===== src/rtl/stream_mux.sv =====
// stream_mux: N-to-1 stream multiplexer, select-driven or round-robin; optional xfer_count via STREAM_MUX_COUNT_EN.
// Latency: 1 cycle from input transfer to out_valid, one output register stage.
// Backpressure: in_ready follows load_ok (empty or leaving this cycle); full throughput with no bubble.
module stream_mux #(
  parameter int WIDTH    = 4,
  parameter int CHANNELS = 2,
  localparam int SEL_W   = $clog2(CHANNELS)
) (
  input  logic                      clk,
  input  logic                      rst_n,
  input  logic [CHANNELS*WIDTH-1:0] in_data,
  input  logic [CHANNELS-1:0]       in_valid,
  output logic [CHANNELS-1:0]       in_ready,
  input  logic [SEL_W-1:0]          sel,
  input  logic                      mode,
  output logic [WIDTH-1:0]          out_data,
  output logic                      out_valid,
  input  logic                      out_ready
`ifdef STREAM_MUX_COUNT_EN
  ,
  output logic [15:0]               xfer_count
`endif
);

  logic [SEL_W-1:0] rr_ptr;
  logic [SEL_W-1:0] grant_idx;
  logic             grant_vld;
  logic [SEL_W-1:0] rr_idx;
  logic             rr_vld;
  int unsigned      rr_cand;
  logic             load_ok;
  logic             load;
  logic [WIDTH-1:0] grant_dat;

  assign load_ok = !out_valid || out_ready;

  // Round-robin search starts just after the last granted channel and wraps.
  always_comb begin
    rr_vld  = 1'b0;
    rr_idx  = '0;
    rr_cand = 0;
    for (int k = 1; k <= CHANNELS; k++) begin
      rr_cand = int'(rr_ptr) + k;
      if (rr_cand >= CHANNELS) rr_cand = rr_cand - CHANNELS;
      if (!rr_vld && in_valid[rr_cand]) begin
        rr_vld = 1'b1;
        rr_idx = SEL_W'(rr_cand);
      end
    end
  end

  always_comb begin
    grant_vld = 1'b0;
    grant_idx = '0;
    if (mode) begin
      grant_vld = rr_vld;
      grant_idx = rr_idx;
    end else if (int'(sel) < CHANNELS) begin
      grant_vld = 1'b1;
      grant_idx = sel;
    end
  end

  always_comb begin
    in_ready = '0;
    if (grant_vld) in_ready[grant_idx] = load_ok;
  end

  assign load      = |(in_valid & in_ready);
  assign grant_dat = in_data[grant_idx*WIDTH +: WIDTH];

  always_ff @(posedge clk or negedge rst_n) begin
    if (!rst_n) begin
      out_valid <= 1'b0;
      out_data  <= '0;
    end else if (load) begin
      out_valid <= 1'b1;
      out_data  <= grant_dat;
    end else if (out_ready) begin
      out_valid <= 1'b0;
    end
  end

  // Pointer only moves on accepted round-robin grants.
  always_ff @(posedge clk or negedge rst_n) begin
    if (!rst_n) begin
      rr_ptr <= SEL_W'(CHANNELS - 1);
    end else if (load && mode) begin
      rr_ptr <= grant_idx;
    end
  end

`ifdef STREAM_MUX_COUNT_EN
  always_ff @(posedge clk or negedge rst_n) begin
    if (!rst_n) begin
      xfer_count <= '0;
    end else if (out_valid && out_ready && xfer_count != 16'hFFFF) begin
      xfer_count <= xfer_count + 16'd1;
    end
  end
`endif

endmodule


===== config.mk =====
export PLATFORM = sky130hd
export DESIGN_NAME = stream_mux
export DESIGN_NICKNAME = d
export VERILOG_FILES = /design/src/rtl/stream_mux.sv
export SDC_FILE = /design/constraint.sdc
export NUM_CORES = 1
export LEC_CHECK = 0
export CAP_MARGIN = 20
export CORE_AREA = 2 2 39 41
export CTS_CLUSTER_DIAMETER = 120
export DETAILED_ROUTE_END_ITERATION = 7
export DIE_AREA = 0 0 41 43
export PLACE_DENSITY = 0.63
export SETUP_SLACK_MARGIN = 0.5
export SLEW_MARGIN = 20
export SYNTH_ARGS = -nofsm -noshare
export SYNTH_HDL_FRONTEND = slang
export SYNTH_SLANG_ARGS = --single-unit

===== constraint.sdc =====
create_clock -name clk -period 1.2 [get_ports clk]
set_input_delay 0.24 -clock clk [delete_from_list [all_inputs] [get_ports clk]]
set_output_delay 0.24 -clock clk [all_outputs]
set_load 0.05 [all_outputs]

# After elaboration in Yosys (flattened, before gate mapping)
# Cells that the tools add are included.
# word_totals
word_cells	41
out_inout_bits	7
reg_bits	6
inputBits	15
# op_classes
shifts	1
order_cmp	6
addsub	4
n_bitwise	2
muxes	17
reduce_logical	8
# ops
operator	count
32-bit by 2-bit < comparator with 1-bit output (second input constant)	2
32-bit two-way mux	2
1-bit two-way mux	13
8-bit by 4-bit variable part select with 4-bit output	1
2-bit bitwise AND	2
3-bit by 2-bit subtractor with 4-bit output (second input constant)	1
1-bit by 2-bit adder with 3-bit output (second input constant)	1
3-bit by 2-bit >= comparator with 1-bit output (second input constant)	1
1-bit logical AND	3
2-bit by 2-bit subtractor with 3-bit output (second input constant)	1
1-bit by 1-bit adder with 2-bit output (second input constant)	1
2-bit >= comparator (second input constant)	1
1-bit logical NOT	2
1-bit by 2-bit < comparator with 1-bit output (second input constant)	1
2-bit two-way mux	1
2-bit nonzero test	1
2-bit OR reduction	1
1-bit demux with 1-bit select	1
1-bit >= comparator (second input constant)	1
1-bit logical OR	1

# Logic depth before layout (Yosys ltp)
# Gate-level depths: netlist (run 1).
# logic_depth
ltp_word	19
mapped_depth	5
depth_no_buf	4

# Least setup slack after synthesis (run 1)
# Ideal clock, no wire load.
# synth_timing
kind	reg2out
from	register out_valid
to	output in_ready[1]
stages_incl_launch_ff	5
arrival_time_ns	1.619
t_required_ns	0.960
path_buffers	1
setup_slack_ns	-0.659
cell_sequence	dfrtp_1 -> nand2b_1 -> clkbuf_1 -> nand2_1 -> nor2_1
# synth_via
elab_chain_len	4
# synth_rtl
item	line_no	source
start, declared	17	output logic out_valid,
start signal, assigned	74	out_valid <= 1'b0;
start signal, assigned	77	out_valid <= 1'b1;
start signal, assigned	80	out_valid <= 1'b0;
1-bit logical NOT	35	assign load_ok = !out_valid || out_ready;
1-bit logical OR	35	
2-bit bitwise AND (no line)	n/a	
2-bit two-way mux	66	if (grant_vld) in_ready[grant_idx] = load_ok;
end, declared	13	output logic [CHANNELS-1:0] in_ready,
# Every way passes these cells.

# Worst setup path after layout (run 1)
# layout_timing
from	register rr_ptr
to	output in_ready[0]
# layout_via
elab_chain_len	16
word_cells_on_any_way	27
cone_classes	add/sub: 4; order compare: 4; mux: 15; bitwise: 1; reduce/logical: 3
# layout_rtl
item	line_no	source
start, declared	25	logic [SEL_W-1:0] rr_ptr;
start signal, assigned	87	rr_ptr <= SEL_W'(CHANNELS - 1);
start signal, assigned	89	rr_ptr <= grant_idx;
branches (longest 15 deep; another with 3-bit by 2-bit subtractor with 4-bit output)	n/a	
2-bit two-way mux (*)	66	
# Every way passes the cells marked *. The select of a mux whose other input is x is not followed.

==> impl_results.rst, run 1 <==
.. list-table::
   :header-rows: 1

   * - Metric
     - Value
   * - Number of storage elements in the synthesis netlist
     - 6
   * - Total die area
     - 0.00176 mm2
   * - Setup-failing EPs final
     - 6
   * - Ratio of final minimum period to clock period
     - 1.34
   * - Number of remaining DRC errors
     - 0
   * - Iter 0 DRT Violations
     - 4
   * - Post-DR wirelength/cell
     - 13.4 um
   * - CP Data Arrival Time
     - 1370 ps
   * - Final hold vios
     - 0
   * - Port bufs
     - 21
   * - First-pass GRT wire length
     - 1940 um
   * - Largest stage delay, worst path
     - 540 ps
   * - HPWL after detailed placement
     - 864 um
   * - Critical path, cell by cell
     - nand2_2 > a31oi_4 > and3_4 > buf_12
   * - Critical path launch point type
     - register
   * - Static power due to leakage
     - 0.373 nW
   * - Fill cells
     - 120
   * - Required time reported for the critical path endpoint
     - 960 ps
   * - CTS Root Cell
     - clkbuf_4
   * - Via count of the first global-routing pass
     - 474
   * - Syn. warnings
     - 0
   * - Nets
     - 94
   * - Areal power density over the cells
     - 1330 mW/mm2
   * - Path type of the worst setup path
     - reg2out
   * - Synth Cell Area
     - 349 um2
   * - Skew final
     - 13.0 ps
   * - Initial cell density of the core
     - 0.252
   * - Antenna Violating Nets Remaining
     - 0
   * - Synthesized area per cell
     - 8.73 um2
   * - Final weighted congestion of routability-driven global placement
     - 0.724
   * - Maximum level of the CTS H-tree
     - 1
   * - Outcome
     - complete, but fails checks
   * - Count of final max-slew check failures
     - 0
   * - Area overhead of the layout relative to synthesis
     - 152%
   * - Number of antenna repair diodes
     - 0
   * - Highest Clock Rate
     - 622 MHz
   * - TritonCTS clock tree
     - yes
   * - Pin count of the biggest net entering global routing
     - 7
   * - Standard cell with the maximum stage delay on the critical path
     - dfstp_2
   * - Via density per instance
     - 4.89
   * - Global-route usage over all layers
     - 0.170
   * - Peak supply drop
     - 0.564 mV
   * - Sequential standard cell area
     - 158 um2
   * - Final worst-path setup slack
     - -407 ps
   * - IO Pins
     - 22
   * - Horizontal die dimension
     - 41 um
   * - Setup Total Neg Slack
     - -1210 ps
   * - Share of the yosys chip area belonging to registers
     - 0.434
   * - Syn Inst Count
     - 40
   * - # rows
     - 14
   * - Overall routed net length
     - 1260 um
   * - Critical Path End Type
     - output port
   * - Hold buffer count at cts
     - 0
   * - Core area
     - 0.00138 mm2
   * - Height of the chip
     - 43 um
   * - Violated checks
     - negative setup slack
   * - Synth Net Count
     - 55
   * - Pre-antenna DRT Iters
     - 4
   * - Sinks on Clock Net
     - 6
   * - Grt total ovfl
     - 0
   * - Max cap viols
     - 0
   * - Max Fanout on Critical Path
     - 3
   * - Count of vias placed by the detailed router
     - 460
   * - Worst Tran Pin Value
     - 297 ps
   * - Share of post-route cells with drive strength above 1
     - 0.641
   * - Clk buf depth
     - 2
   * - Shortest clock period the worst path allows after layout
     - 1610 ps
   * - Clock edge transition at the registers on the reported setup and hold paths
     - 50 ps
   * - Later-pin clock latency in the skew report
     - 260 ps
   * - Relative slew margins
     - 0.801
   * - Worst Hold Class
     - in2async
   * - RSZ-0062 raised after global routing
     - true
   * - Number of buffers created by CTS
     - 3
   * - Worst hold slack
     - 231 ps
   * - Number of distinct library cell variants in the gate-level netlist after synthesis
     - 16
   * - Multi-input combinational cell area
     - 273 um2
   * - Antenna violations before repair
     - 0
[registers in the layout, indices dropped and copies added (netlist names)]
| name | cells |
|---|---|
| out_data | 4 |
| rr_ptr | 1 |
| out_valid | 1 |
[cells in the mapped netlist]
master / n / area share
a211oi_1: 4 / 0.086
a31oi_1: 1 / 0.018
a31oi_4: 1 / 0.061
a41oi_1: 1 / 0.025
and3_1: 1 / 0.018
clkbuf_1: 1 / 0.011
dfrtp_1: 5 / 0.36
dfstp_2: 1 / 0.075
inv_1: 1 / 0.011
mux2_2: 1 / 0.032
nand2_1: 6 / 0.065
nand2b_1: 1 / 0.018
nor2_1: 10 / 0.11
nor2b_2: 1 / 0.025
nor3_1: 4 / 0.057
o221a_2: 1 / 0.032
[logic make-up (layout without fill, tap and decap cells)]
logic type / after synthesis / after routing / synth area share
compound gates: 8 / 8 / 0.222
buf+inv: 2 / 40 / 0.0215
flops: 6 / 6 / 0.434
simple gates: 23 / 23 / 0.290
mux: 1 / 1 / 0.0323
[cells in the final DEF (no fill, tap or decap), drive strengths merged]
cell,n
o221a,1
inv,1
mux2,1
a211oi,4
nor2,10
dfstp,1
nand2b,1
dlygate4sd2,1
nor3,4
a41oi,1
clkdlybuf4s15,1
clkdlybuf4s50,9
dfrtp,5
and3,1
clkbuf,4
nor2b,1
buf,24
nand2,6
a31oi,2
[worst max-delay path: cells and delay by family (launching register included)]
family | cells | cell delay, ps
simple gates | 2 | 290
buf+inv | 1 | 130
compound gates | 1 | 170
flops | 1 | 540
[metal layers]
layer,up-vias,track usage,wire length (um)
met1,216,0.178,436
met4,0,0.140,36
met3,4,0.0157,68
met5,-,0,0
li1,218,-,-
met2,22,0.281,723
[worst paths after layout]
kind | from | endpoint | slack (ps) | cells past startpoint
max | rr_ptr | in_ready[0] | -410 | 4
min | rst_n | out_data[3] | 230 | 1
max in group asynchronous | rst_n | rr_ptr | 670 | 1
max reg2reg | rr_ptr | out_data[3] | -130 | 6
min reg2reg | out_data[0] | out_data[0] | 620 | 2
min in group clk | in_valid[0] | rr_ptr | 370 | 3
[stage by stage]
| step | setup WS, ps | cells | utilization | area, um2 | total power [mW] |
|---|---|---|---|---|---|
| floorplan | -209 | 40 | - | 389 | 0.548 |
| global placement | -436 | 83 | 0.526 | 728 | 0.831 |
| detailed placement | -491 | 83 | 0.526 | 728 | 0.842 |
| CTS | -416 | 91 | 0.601 | 832 | 1.11 |
| global route | -449 | 94 | 0.637 | 881 | 1.23 |
| finish | -407 | 94 | 0.637 | 881 | 1.17 |
[report_power, final]
group / switching [mW] / internal, mW / total [mW]
Combinational: 0.307 / 0.351 / 0.658
Sequential: 0.0456 / 0.259 / 0.304
Clock: 0.0834 / 0.127 / 0.210
Total: 0.436 / 0.737 / 1.17
[area by class of cell]
cell class	count	area share
repair buffers	35	0.455
well taps	16	0.0227
clock buffers	4	0.0298
multi-input cells	32	0.310
flip-flops and latches	6	0.179
inverters	1	0.00426
[what timing repair did]
item	4_1_cts	5_1_grt
setup endpoints to repair	13	13
resized for setup	27	9
setup buffers	4	3
gates cloned	0	0
pin swaps	4	3
(Power assumes the default switching activity.)
==> run 2: changes to the inputs <==
--- a/config.mk
+++ b/config.mk
@@ -12,6 +12,7 @@
 export DIE_AREA = 0 0 41 43
 export PLACE_DENSITY = 0.63
 export SETUP_SLACK_MARGIN = 0.5
+export SKIP_LAST_GASP = 1
 export SLEW_MARGIN = 20
 export SYNTH_ARGS = -nofsm -noshare
 export SYNTH_HDL_FRONTEND = slang
==> impl_results.rst, run 2 (synthesis gave the netlist of run 1 again) <==
.. list-table::
   :header-rows: 1

   * - Metric
     - Value
   * - Top Family by Delay on Critical Path
     - flip-flops (unchanged)
   * - Critical path launch point type
     - register (unchanged)
   * - Via density per instance
     - 4.85 (was 4.89)
   * - Final Power
     - 1.13 mW (was 1.17 mW)
   * - Critical Path End Type
     - output port (unchanged)
   * - Nets
     - 94 (unchanged)
   * - Later-pin clock latency in the skew report
     - 260 ps (about the same)
   * - Grt total ovfl
     - 0 (unchanged)
   * - FF-to-FF End
     - out_data[3] (unchanged)
   * - Area overhead of the layout relative to synthesis
     - 144% (was 152%)
   * - Skew final
     - 13.6 ps (was 13.0 ps)
   * - Path type of the worst setup path
     - reg2out (unchanged)
   * - Flip-flop count of the largest register, all copies and words added
     - 4 (unchanged)
   * - Placement Cell Area
     - 728 um2 (unchanged)
   * - Required time reported for the critical path endpoint
     - 960 ps (about the same)
   * - Worst slack after detailed placement
     - -491 ps (unchanged)
   * - Ratio of final minimum period to clock period
     - 1.33 (was 1.34)
   * - Largest stage delay, worst path
     - 540 ps (about the same)
   * - Largest registers
     - out_data (4), out_valid (1), rr_ptr (1) (unchanged)
   * - Sinks on Clock Net
     - 6 (unchanged)
   * - Overall routed net length
     - 1170 um (was 1260 um)
   * - FF-to-FF setup slack
     - -120 ps (was -130 ps)
   * - Critical path, cell by cell
     - nand2_2 > a31oi_4 > and3_4 > buf_12 (unchanged)
   * - Finished Cell Area
     - 851 um2 (was 881 um2)
   * - CP Data Arrival Time
     - 1360 ps (was 1370 ps)
   * - Number of antenna repair diodes
     - 0 (unchanged)
   * - Number of cells in the finished layout apart from fillers
     - 94 (unchanged)
   * - Register-to-Register Path Depth
     - 6 (unchanged)
   * - Total die area
     - 0.00176 mm2 (unchanged)
   * - Worst Tran Pin Value
     - 275 ps (was 297 ps)
   * - Pin count of the biggest net entering global routing
     - 7 (unchanged)
   * - Relative slew margins
     - 0.816 (was 0.801)
   * - Placed Cells
     - 83 (unchanged)
   * - Pre-antenna DRT Iters
     - 2 (was 4)
   * - Port bufs
     - 21 (unchanged)
   * - TritonCTS clock tree
     - yes (unchanged)
   * - Worst r2r src
     - rr_ptr (unchanged)
   * - Highest Clock Rate
     - 625 MHz (was 622 MHz)
   * - Top reg by flops
     - out_data (unchanged)
   * - Final weighted congestion of routability-driven global placement
     - 0.724 (unchanged)
   * - IO Pins
     - 22 (unchanged)
   * - Via count of the first global-routing pass
     - 474 (unchanged)
   * - Horizontal die dimension
     - 41 um (unchanged)
   * - HPWL after detailed placement
     - 864 um (unchanged)
   * - Buffering stage count on the worst path with inverters included
     - 1 (unchanged)
   * - Final hold vios
     - 0 (unchanged)
   * - Static power due to leakage
     - 0.368 nW (was 0.373 nW)
   * - Global-route usage over all layers
     - 0.170 (unchanged)
   * - Height of the chip
     - 43 um (unchanged)
   * - Standard cell with the maximum stage delay on the critical path
     - dfstp_2 (unchanged)
   * - Clock edge transition at the registers on the reported setup and hold paths
     - 50 ps (about the same)
   * - Number of buffers created by CTS
     - 3 (unchanged)
   * - Outcome
     - complete, but fails checks (unchanged)
   * - Most frequent cells in the layout
     - nor2_1 (9), clkdlybuf4s50_1 (9), buf_4 (8) (was nor2_1 (9), clkdlybuf4s50_1 (9), buf_6 (8))
   * - Count of vias placed by the detailed router
     - 456 (was 460)
   * - RSZ-0062 raised after global routing
     - true (unchanged)
   * - CTS Root Cell
     - clkbuf_4 (unchanged)
   * - Core area
     - 0.00138 mm2 (unchanged)
   * - Iter 0 DRT Violations
     - 6 (was 4)
   * - # rows
     - 14 (unchanged)
   * - Final worst-path setup slack
     - -400 ps (was -407 ps)
   * - Clk buf depth
     - 2 (unchanged)
   * - Areal power density over the cells
     - 1330 mW/mm2 (about the same)
   * - Post-DR wirelength/cell
     - 12.4 um (was 13.4 um)
   * - Violated checks
     - negative setup slack (unchanged)
   * - Number of remaining DRC errors
     - 0 (unchanged)
   * - Worst Hold Class
     - in2async (unchanged)
   * - Antenna violations before repair
     - 0 (unchanged)
   * - Max Fanout on Critical Path
     - 3 (unchanged)
   * - Max cap viols
     - 0 (unchanged)
   * - Initial cell density of the core
     - 0.252 (unchanged)
   * - Fraction of the core area covered by cells at the end of the flow
     - 0.615 (was 0.637)
   * - Antenna Violating Nets Remaining
     - 0 (unchanged)
   * - First-pass GRT wire length
     - 1940 um (unchanged)
   * - Share of post-route cells with drive strength above 1
     - 0.615 (was 0.641)
   * - Count of final max-slew check failures
     - 0 (unchanged)
   * - Peak supply drop
     - 0.545 mV (was 0.564 mV)
   * - Setup-failing EPs final
     - 6 (unchanged)
   * - Shortest clock period the worst path allows after layout
     - 1600 ps (was 1610 ps)
   * - Maximum level of the CTS H-tree
     - 1 (unchanged)
-- run 2: cell counts in the layout (fill, tap and decap cells not counted) --
No cell type changed its count.
-- run 2: cell type report --
type / instances / area (um2)
multi-input combinational: 32 / 250
timing repair buffer: 35 / 393
sequential: 6 / 158
clock buffer: 4 / 26.3
fill: 120 / 533
inverter: 1 / 3.75
tap: 16 / 20.0
-- run 2: per-layer routing --
layer  up-vias  track usage  share of wire
li1        218            -              -
met5         -            0              0
met2        15        0.281           0.57
met4         0        0.140          0.029
met3         4       0.0157          0.036
met1       219        0.178           0.36
-- run 2: per-stage QoR --
step                hold WS, ps  setup TNS [ps]
finish                      223           -1180
global route                243           -1570
CTS                         229           -1280
detailed placement          503           -3350
global placement            507           -3000
floorplan                 -55.6            -501
-- run 2: worst max path at each step --
| stage | start | to | slack [ps] | depth (start not counted) |
|---|---|---|---|---|
| floorplan | rr_ptr | in_ready[0] | -210 | 3 |
| global placement | mode | in_ready[0] | -440 | 5 |
| detailed placement | mode | out_data[2] | -490 | 6 |
| CTS | rr_ptr | in_ready[0] | -420 | 4 |
| global route | rr_ptr | in_ready[0] | -450 | 4 |
| finish | rr_ptr | in_ready[0] | -400 | 4 |
-- run 2: repair_timing --
| action | in CTS | in global routing |
|---|---|---|
| resized for setup | 27 | 4 |
| setup endpoints to repair | 13 | 13 |
| endpoints found under the hold margin | 0 | 0 |
| hold buffers | 0 | 0 |
| pin swaps | 4 | 3 |
| buffers inserted | 4 | 3 |
-- run 2: where the power goes --
| part | switching, mW | internal [mW] |
|---|---|---|
| clock | 0.0820 | 0.126 |
| sequential | 0.0430 | 0.259 |
| combinational | 0.288 | 0.334 |
| total | 0.413 | 0.719 |
